<file path="config.mk">
export PLATFORM = sky130hd
export DESIGN_NAME = tacho_gen_multi
export DESIGN_NICKNAME = d
export VERILOG_FILES = /design/src/rtl/tacho_gen_multi_pkg.sv /design/src/rtl/tacho_gen_multi_chan.sv /design/src/rtl/tacho_gen_multi.sv
export SDC_FILE = /design/constraint.sdc
export NUM_CORES = 2
export LEC_CHECK = 0
export BUFFER_PORTS_ARGS = -buffer_cell sky130_fd_sc_hd__clkbuf_2
export CORE_MARGIN = 2
export CORE_UTILIZATION = 35
export DETAILED_ROUTE_END_ITERATION = 12
export PLACE_DENSITY = 0.61
export SYNTH_ARGS = -nofsm -noshare
export SYNTH_HDL_FRONTEND = slang
export SYNTH_HIERARCHICAL = 1
export SYNTH_SLANG_ARGS = --single-unit
</file>
<file path="constraint.sdc">
create_clock -name I_clk -period 4.6 [get_ports I_clk]
set_clock_uncertainty 0.1 [all_clocks]
set_input_delay 0.92 -clock I_clk [delete_from_list [all_inputs] [get_ports I_clk]]
set_output_delay 0.92 -clock I_clk [all_outputs]
set_load 0.01 [all_outputs]
</file>
<file path="src/rtl/tacho_gen_multi_pkg.sv">
// ============================================================================
// Module      : tacho_pkg
// Description : Shared constants and state encoding for tacho_gen_multi.
// Revision    : 1.0 - initial multi-channel release
// ============================================================================
`timescale 1ns/1ps
`default_nettype none

package tacho_pkg;

    localparam logic [2:0] SEL_FSTEP = 3'd0;
    localparam logic [2:0] SEL_PHASE = 3'd1;
    localparam logic [2:0] SEL_MODE  = 3'd2;
    localparam logic [2:0] SEL_NUM   = 3'd3;
    localparam logic [2:0] SEL_INIT  = 3'd4;
    localparam logic [2:0] SEL_ZMARK = 3'd5;

    // A/B offset of a quarter period for a 32-bit accumulator
    localparam logic [31:0] QUARTER_PHASE = 32'h4000_0000;

    typedef enum logic [1:0] {
        IDLE = 2'd0,
        RUN  = 2'd1,
        DONE = 2'd2
    } state_t;

endpackage

`default_nettype wire

</file>
<file path="src/rtl/tacho_gen_multi_chan.sv">
// ============================================================================
// Module      : tacho_chan
// Description : One tacho channel: commit synchroniser, NCO, FSM, counter.
//               Zero-mark logic present only when TACHO_ZERO_MARK_EN is set.
// Revision    : 1.0 - initial multi-channel release
// ============================================================================
`timescale 1ns/1ps
`default_nettype none

module tacho_chan
    import tacho_pkg::*;
#(
    parameter int ACC_W = 32,
    parameter int CNT_W = 32,
    parameter int NUM_W = 16
) (
    input  logic             clk,
    input  logic             reset_n,
    input  logic             en,
    input  logic             commit_req,
    input  logic [ACC_W-1:0] sh_fstep,
    input  logic [ACC_W-1:0] sh_phase,
    input  logic             sh_dir,
    input  logic             sh_limited,
    input  logic [NUM_W-1:0] sh_num,
    input  logic             init_we,
    input  logic [CNT_W-1:0] init_val,
`ifdef TACHO_ZERO_MARK_EN
    input  logic [15:0]      marks,
    output logic             zmark,
`endif
    output logic             spd_a,
    output logic             spd_b,
    output logic [CNT_W-1:0] count,
    output logic             finished
);

    state_t           state;
    state_t           state_next;
    logic [2:0]       commit_sync;
    logic             commit_pulse;
    logic [ACC_W-1:0] fstep;
    logic [ACC_W-1:0] phase;
    logic             dir;
    logic             limited;
    logic [NUM_W-1:0] remaining;
    logic [ACC_W-1:0] acc;
    logic [ACC_W-1:0] acc_lag;
    logic             a_raw;
    logic             b_raw;
    logic             a_prev;
    logic             count_edge;

    always_ff @(posedge clk or negedge reset_n) begin
        if (!reset_n) begin
            commit_sync <= '0;
        end else begin
            commit_sync <= {commit_sync[1:0], commit_req};
        end
    end

    assign commit_pulse = commit_sync[1] & ~commit_sync[2];
    assign acc_lag      = acc - phase;
    assign a_raw        = acc[ACC_W-1];
    assign b_raw        = acc_lag[ACC_W-1];
    assign finished     = (state == DONE);

    always_ff @(posedge clk or negedge reset_n) begin
        if (!reset_n) begin
            state <= IDLE;
        end else begin
            state <= state_next;
        end
    end

    always_comb begin
        state_next = state;
        count_edge = 1'b0;
        case (state)
            IDLE: begin
                if (en) state_next = RUN;
            end
            RUN: begin
                count_edge = (fstep != '0) && a_raw && !a_prev &&
                             !(limited && (remaining == '0));
                if (limited && (remaining == '0) && !commit_pulse) state_next = DONE;
            end
            DONE: begin
                // A zero-length limited commit keeps the channel parked
                if (commit_pulse && !(sh_limited && (sh_num == '0))) state_next = RUN;
            end
            default: state_next = IDLE;
        endcase
        if (!en) state_next = IDLE;
    end

    always_ff @(posedge clk or negedge reset_n) begin
        if (!reset_n) begin
            fstep     <= '0;
            phase     <= '0;
            dir       <= 1'b0;
            limited   <= 1'b0;
            remaining <= '0;
        end else if (commit_pulse) begin
            fstep     <= sh_fstep;
            phase     <= sh_phase;
            dir       <= sh_dir;
            limited   <= sh_limited;
            remaining <= sh_num;
        end else if (count_edge && limited) begin
            remaining <= remaining - NUM_W'(1);
        end
    end

    always_ff @(posedge clk or negedge reset_n) begin
        if (!reset_n) begin
            acc    <= '0;
            a_prev <= 1'b0;
            spd_a  <= 1'b0;
            spd_b  <= 1'b0;
        end else begin
            a_prev <= a_raw;
            case (state)
                RUN: begin
                    acc <= acc + fstep;
                    if (fstep == '0) begin
                        spd_a <= 1'b0;
                        spd_b <= 1'b0;
                    end else begin
                        spd_a <= dir ? b_raw : a_raw;
                        spd_b <= dir ? a_raw : b_raw;
                    end
                end
                DONE: begin
                    spd_a <= dir;
                    spd_b <= ~dir;
                end
                default: begin
                    acc   <= '0;
                    spd_a <= 1'b1;
                    spd_b <= 1'b1;
                end
            endcase
            if (commit_pulse) acc <= '0;
        end
    end

    // Init-count write has priority over a coincident count edge
    always_ff @(posedge clk or negedge reset_n) begin
        if (!reset_n) begin
            count <= '0;
        end else if (state == IDLE) begin
            count <= '0;
        end else if (init_we) begin
            count <= init_val;
        end else if (count_edge) begin
            count <= dir ? (count - CNT_W'(1)) : (count + CNT_W'(1));
        end
    end

`ifdef TACHO_ZERO_MARK_EN
    logic [15:0] rev_cnt;

    // The mark rises with A on the counted edge and falls with A
    always_ff @(posedge clk or negedge reset_n) begin
        if (!reset_n) begin
            rev_cnt <= '0;
            zmark   <= 1'b0;
        end else if ((state != RUN) || commit_pulse || (marks == '0)) begin
            rev_cnt <= '0;
            zmark   <= 1'b0;
        end else if (count_edge) begin
            if ((rev_cnt + 16'd1) == marks) begin
                rev_cnt <= '0;
                zmark   <= 1'b1;
            end else begin
                rev_cnt <= rev_cnt + 16'd1;
                zmark   <= 1'b0;
            end
        end else if (!a_raw) begin
            zmark <= 1'b0;
        end
    end
`endif

endmodule

`default_nettype wire

</file>
<file path="src/rtl/tacho_gen_multi.sv">
// ============================================================================
// Module      : tacho_gen_multi
// Description : NCH-channel two-phase tachometer generator with shadow regs.
//               Optional zero-mark output enabled by TACHO_ZERO_MARK_EN.
// Revision    : 1.0 - initial multi-channel release
// ============================================================================
`timescale 1ns/1ps
`default_nettype none

module tacho_gen_multi
    import tacho_pkg::*;
#(
    parameter int NCH   = 4,
    parameter int ACC_W = 32,
    parameter int CNT_W = 32,
    parameter int NUM_W = 16,
    localparam int CH_W = (NCH > 1) ? $clog2(NCH) : 1
) (
    input  logic                 I_clk,
    input  logic                 I_reset_n,
    input  logic                 I_en,
    input  logic                 I_cfg_we,
    input  logic [CH_W-1:0]      I_cfg_ch,
    input  logic [2:0]           I_cfg_sel,
    input  logic [31:0]          I_cfg_data,
    input  logic [NCH-1:0]       I_commit,
    output logic [NCH-1:0]       O_spd_a,
    output logic [NCH-1:0]       O_spd_b,
    output logic [NCH*CNT_W-1:0] O_report_pulse,
`ifdef TACHO_ZERO_MARK_EN
    output logic [NCH-1:0]       O_zmark,
`endif
    output logic [NCH-1:0]       O_finished
);

    for (genvar i = 0; i < NCH; i++) begin : g_chan
        logic             sel_ch;
        logic             init_we;
        logic [ACC_W-1:0] sh_fstep;
        logic [ACC_W-1:0] sh_phase;
        logic             sh_dir;
        logic             sh_limited;
        logic [NUM_W-1:0] sh_num;
`ifdef TACHO_ZERO_MARK_EN
        logic [15:0]      marks;
`endif

        assign sel_ch  = I_cfg_we && (I_cfg_ch == CH_W'(i));
        assign init_we = sel_ch && (I_cfg_sel == SEL_INIT);

        always_ff @(posedge I_clk or negedge I_reset_n) begin
            if (!I_reset_n) begin
                sh_fstep   <= '0;
                sh_phase   <= '0;
                sh_dir     <= 1'b0;
                sh_limited <= 1'b0;
                sh_num     <= '0;
`ifdef TACHO_ZERO_MARK_EN
                marks      <= '0;
`endif
            end else if (sel_ch) begin
                case (I_cfg_sel)
                    SEL_FSTEP: sh_fstep <= ACC_W'(I_cfg_data);
                    SEL_PHASE: sh_phase <= ACC_W'(I_cfg_data);
                    SEL_MODE: begin
                        sh_limited <= I_cfg_data[1];
                        sh_dir     <= I_cfg_data[0];
                    end
                    SEL_NUM:   sh_num <= NUM_W'(I_cfg_data);
`ifdef TACHO_ZERO_MARK_EN
                    SEL_ZMARK: marks <= I_cfg_data[15:0];
`endif
                    default: ;
                endcase
            end
        end

        tacho_chan #(
            .ACC_W (ACC_W),
            .CNT_W (CNT_W),
            .NUM_W (NUM_W)
        ) u_chan (
            .clk        (I_clk),
            .reset_n    (I_reset_n),
            .en         (I_en),
            .commit_req (I_commit[i]),
            .sh_fstep   (sh_fstep),
            .sh_phase   (sh_phase),
            .sh_dir     (sh_dir),
            .sh_limited (sh_limited),
            .sh_num     (sh_num),
            .init_we    (init_we),
            .init_val   (CNT_W'(I_cfg_data)),
`ifdef TACHO_ZERO_MARK_EN
            .marks      (marks),
            .zmark      (O_zmark[i]),
`endif
            .spd_a      (O_spd_a[i]),
            .spd_b      (O_spd_b[i]),
            .count      (O_report_pulse[i*CNT_W +: CNT_W]),
            .finished   (O_finished[i])
        );
    end

endmodule

`default_nettype wire

</file>
# [Word-level counts from Yosys, hierarchy flattened]
# Cells that the tools add are included.
[op_classes] n_addsub=20 bitwise=12 n_shift=0 n_reduce_logical=106 n_mul=0 n_eq_ne=27 order_cmp=0 muxes=76 div_mod_pow=0
[ops] operator="$mux 32" n=20
[ops] operator="$pmux 32 s2" n=4
[ops] operator="$add 32x1->32 const B" n=4
[ops] operator="$add 32x32->32" n=4
[ops] operator="$logic_not 16->1" n=8
[ops] operator="$logic_not 32->1" n=4
[ops] operator="$mux 16" n=8
[ops] operator="$reduce_bool 32->1" n=4
[ops] operator="$sub 32x1->32 const B" n=4
[ops] operator="$sub 32x32->32" n=4
[ops] operator="$sub 16x1->16 const B" n=4
[ops] operator="$logic_and 1x1->1" n=40
[ops] operator="$reduce_and 2->1" n=20
[ops] operator="$mux 2" n=12
[ops] operator="$pmux 2 s3" n=4
[ops] operator="$mux 1" n=20
[ops] operator="$logic_not 1->1" n=16
[ops] operator="$pmux 1 s2" n=8
[ops] operator="$eq 2x2->1 const B" n=6
[ops] operator="$ne 3x2->1 const B" n=4
[ops] operator="$ne 3x3->1 const B" n=4
[ops] operator="$reduce_bool 3->1" n=4
[ops] operator="$eq 2x1->1 const B" n=5
[ops] operator="$logic_not 2->1" n=5
[ops] operator="8 further kinds" n=25
[word_totals] memories=0 romBits=0 inputBits=45 latch_bits=0 elab_cells=309 mem_bits_rw=0 regBits=944

# [Depth between registers and ports, before layout]
[depth] depth_word=8 mapped_depth=12 ltp_nobuf=11

# [Cells and area by module]
# Netlist, hierarchy kept.
[modules_own_cells] module="tacho_gen_multi" area_each_um2=12364.4 cells_per_inst=735 instances=1
[modules_own_cells] module="tacho_chan at g_chan[2].u_chan" area_each_um2=10535.1 cells_per_inst=1171 instances=1
[modules_own_cells] module="tacho_chan at g_chan[0].u_chan" area_each_um2=10453.8 cells_per_inst=1236 instances=1
[modules_own_cells] module="tacho_chan at g_chan[1].u_chan" area_each_um2=10357.4 cells_per_inst=1154 instances=1
[modules_own_cells] module="tacho_chan at g_chan[3].u_chan" area_each_um2=10198.5 cells_per_inst=1122 instances=1

# [Least setup slack after synthesis]
# No wires, ideal clock.
[synth_timing] kind="register to register" start="reg g_chan[3].u_chan.dir" end="reg g_chan[3].u_chan.count[28]" required_ns=4.396 path_stages_with_launch=12 setup_slack_ns=1.168 path_buffers=0 t_arrival_ns=3.228 setup_ns=0.104 path_cell_list="dfrtp_1 -> clkinv_1 -> fa_1 -> nand2b_1 -> a21oi_1 -> a221oi_1 -> o211ai_1 -> a41oi_1 -> nand2b_1 -> nor4_1 -> a41oi_1 -> a221oi_1"
[synth_via] elab_chain_len=4
[synth_lines] item="start, declared" line_no="tacho_gen_multi_chan.sv:44" rtl="logic dir;"
[synth_lines] item="start signal, assigned" line_no="tacho_gen_multi_chan.sv:107" rtl="dir <= sh_dir;"
[synth_lines] item="$mux 32" line_no="tacho_gen_multi_chan.sv:157" rtl="count <= dir ? (count - CNT_W'(1)) : (count + CNT_W'(1));"
[synth_lines] item="$mux 32" line_no="tacho_gen_multi_chan.sv:156" rtl="end else if (count_edge) begin"
[synth_lines] item="$mux 32" line_no="tacho_gen_multi_chan.sv:154" rtl="end else if (init_we) begin"
[synth_lines] item="$mux 32" line_no="tacho_gen_multi_chan.sv:152" rtl="end else if (state == IDLE) begin"
[synth_lines] item="end signal, assigned" line_no="tacho_gen_multi_chan.sv:155" rtl="count <= init_val;"
[synth_lines] item="end signal, assigned" line_no="tacho_gen_multi_chan.sv:157"
[synth_lines] item="end, declared" line_no="tacho_gen_multi_chan.sv:34" rtl="output logic [CNT_W-1:0] count,"
# Every way passes these cells. The select of a mux whose other input is x is not followed.
# A chain may end at the register's enable or synchronous reset.

# [Final worst setup path]
[layout_timing] start="reg g_chan[3].u_chan.dir" end="reg g_chan[3].u_chan.count[29]"
# Same word-level chain as after synthesis.

==> flow_summary.yaml <==
clocking:
  post_cts_buffers: 0
  clk_latency_ps: 720
  htree_levels: 3
  numCtsBuffers: 107
  cts_tree: "done"
  clk_path_buf_depth: 3
  clk_pin_slew_worst_paths_ps: 60
  cts_hold_buf: 0
  root_buffer: "clkbuf_16"
  cts_sinks: 944
  ctsResizeCount: 0
sta:
  setup_viol_count_final: 0
  rsz0062_at_grt: "false"
  setup-tns-final_ps: 0
  tightest_slew_ps: 1227
  min_period_ps: 3947
  min_period_over_period_pct: 85.81
  max_freq_ghz: 0.2533
  holdWs_ps: 134.5
  maxSlewViolCount: 0
  finalHoldViolCount: 0
  max-slew-margin-rel_pct: 18.23
global_route:
  grt-ovfl-total: 0
  grt_usage_pct: 20.31
  grt_pass1_wl_um: 249800
  antenna_found_initial: 12
  grt_pass1_vias: 41048
  grt_max_degree: 119
power_and_ir_drop:
  seqPwrFrac_pct: 38.9
  sw_frac_of_total_pct: 34.44
  p_sw_mw: 9.839
  p_leak_nw: 28.53
  peakVddDrop_mv: 0.3261
  p_comb_share_pct: 29.0
  internal_power_mw: 18.73
  p_per_area_mw_per_mm2: 468.6
  clockPowerShare_pct: 32.1
setup_path:
  start_kind: "flip-flop"
  rr_startpoint: "g_chan[3].u_chan/dir"
  worst-path-max-fanout: 23
  cp-startpoint: "g_chan[3].u_chan/dir"
  worst-r2r-cell-count: 12
  reg2reg_slack_ps: 650
  crit_end: "g_chan[3].u_chan/count[29]"
  crit_path_end_kind: "flip-flop"
  required_ps: 5090
  critical_path_class: "reg -> reg"
  cp.arrival_ps: 4440
  r2r_end: "g_chan[3].u_chan/count[29]"
floorplan:
  coreArea_mm2: 0.1535
  io_pins: 185
  die_area_mm2: 0.1572
  dieWidth_um: 396.5
  rows: 144
  die_h_um: 396.5
  start_util_pct: 35.12
layout:
  nFillCells: 15007
  nNetsFinal: 5991
  final_cells: 7691
  multi_input_area_mm2: 0.02845
  area_delta_synth_final_pct: 13.08
  layout_commonest_cell: "dfrtp_1"
  drive_gt1_share_pct: 16.99
  regArea_mm2: 0.02362
  final_cell_mix: "944 x dfrtp_1, 694 x nand2_1, 441 x o21ai_0"
synthesis:
  synth_top_flop_cell: "dfrtp_1"
  syn_nets: 5855
  seq_area_frac_synth_pct: 43.82
  ys_types: 110
  syn_avg_cell_area_um2: 9.950
  ys_seq_elements: 944
  synth_area_mm2: 0.05391
  async_reset_ff_share_pct: 100.0
  ys.warnings.count: 6
  synth_cells: 5418
  synth_edf_count: 0
drt:
  drt_iter0_drc: 3154
  ant_nets: 0
  drt_first_pass_iters: 6
  drt-total-wl_um: 161800
  drc: 0
  wl_per_cell_um: 21.03
  via_per_inst: 5.430
  vias: 41763
placed_design:
  gp_routability_congestion: 0.9220
  placed_cells: 7489
  place_hpwl_um: 110100
  port_buffers: 184
worst_hold_path:
  min_path_type: "in -> async"
status:
  status: "complete, no violations"
run:
  max_cap_viol_count: 0
==> critical path, stage by stage (launching register included) <==
cell	delay, ps
dfrtp_1	720
ha_1	560
o211ai_1	160
a2111oi_0	630
buf_4	220
a2111oi_0	80
buf_4	170
o31ai_1	310
a21oi_1	160
o21ai_0	330
a22oi_1	150
mux2i_1	180
nand2_1	70
==> worst min-delay path by stage <==
stage / endpoint / depth (start not counted) / from / slack [ps]
2_1_floorplan: g_chan[0].u_chan/commit_sync[1] / 0 / g_chan[0].u_chan/commit_sync[0] / 230
3_3_place_gp: g_chan[1].u_chan/commit_sync[1] / 0 / g_chan[1].u_chan/commit_sync[0] / 230
3_5_place_dp: g_chan[3].u_chan/commit_sync[1] / 0 / g_chan[3].u_chan/commit_sync[0] / 240
4_1_cts: g_chan[0].u_chan/commit_sync[0] / 1 / I_commit[0] / 160
5_1_grt: g_chan[0].u_chan/commit_sync[0] / 1 / I_commit[0] / 180
6_report: g_chan[3].u_chan/phase[30] / 1 / I_reset_n / 130
==> synthesized netlist by cell type (all sizes together), types with 40 or more instances <==
cell	n	area [µm²]
a21o	166	1246
buf	71	445.4
a211oi	56	425.4
a21oi	353	1774
nand3	67	340.3
nand2	695	2611
clkbuf	160	604.3
nand4	53	331.6
nand2b	43	269.0
o21ai	461	2315
nor4	65	470.5
ha	384	4805
nor3	73	381.6
inv	238	893.4
xor2	91	797.0
a221oi	40	356.6
nor2	277	1047
dfrtp	944	23620
xnor2	160	1401
mux2	435	4940
==> power groups by stage <==
stage               Combinational, mW  Sequential, mW  Clock [mW]
floorplan                        5.95            10.9           0
global placement                 8.07            11.2           0
detailed placement               8.22            11.3           0
CTS                              8.28            11.1        9.39
global route                     9.26            11.3        9.72
finish                           8.28            11.1        9.17
==> logic make-up (layout without fill, tap and decap cells) <==
logic type | count (synthesis) | after routing | share of synthesized area, %
AO/OA/AOI/OAI | 1433 | 1433 | 16.86
other | 0 | 3 | 0
multiplexers | 460 | 460 | 9.627
flip-flops | 944 | 944 | 43.82
XOR/XNOR | 251 | 251 | 4.078
AND/OR/NAND/NOR | 1467 | 1467 | 12.79
adder cells (fa/ha/maj) | 392 | 392 | 9.209
buffers and inverters | 471 | 697 | 3.618
==> sequential cells by signal (all words and copies together) (netlist names) <==
name                       count
g_chan.sh_fstep              128
g_chan.sh_phase              128
g_chan.u_chan/acc            128
g_chan.u_chan/count          128
g_chan.u_chan/fstep          128
g_chan.u_chan/phase          128
g_chan.sh_num                 64
g_chan.u_chan/remaining       64
g_chan.u_chan/commit_sync     12
g_chan.u_chan/state            8
g_chan.sh_dir                  4
g_chan.sh_limited              4
g_chan.u_chan/a_prev           4
g_chan.u_chan/dir              4
g_chan.u_chan/limited          4
g_chan.u_chan/spd_a            4
g_chan.u_chan/spd_b            4
==> routing by layer <==
metal / global-route usage, % / share of wire (%)
met1: 27.33 / 45
met2: 32.77 / 46
met3: 3.977 / 6.4
met4: 6.491 / 3.2
met5: 0 / 0.016
==> final cells by class <==
class	instances	area share (%)
clock buffers	142	4.988
well taps	2044	4.195
repair buffers	258	2.644
multi-input cells	4003	46.67
flip-flops and latches	944	38.75
diodes	3	0.01232
clock inverters	57	1.256
inverters	240	1.478
==> through the flow <==
stage / util [%] / instance area, µm² / worst slack, ps / power [mW]
floorplan: - / 53910 / 1168 / 16.82
global placement: 37.23 / 57140 / 745.4 / 19.28
detailed placement: 37.23 / 57140 / 776.5 / 19.48
CTS: 39.71 / 60950 / 759.3 / 28.79
global route: 39.71 / 60960 / 466.0 / 30.30
finish: 39.71 / 60960 / 652.8 / 28.57
Power figures use the tool's default switching activity.
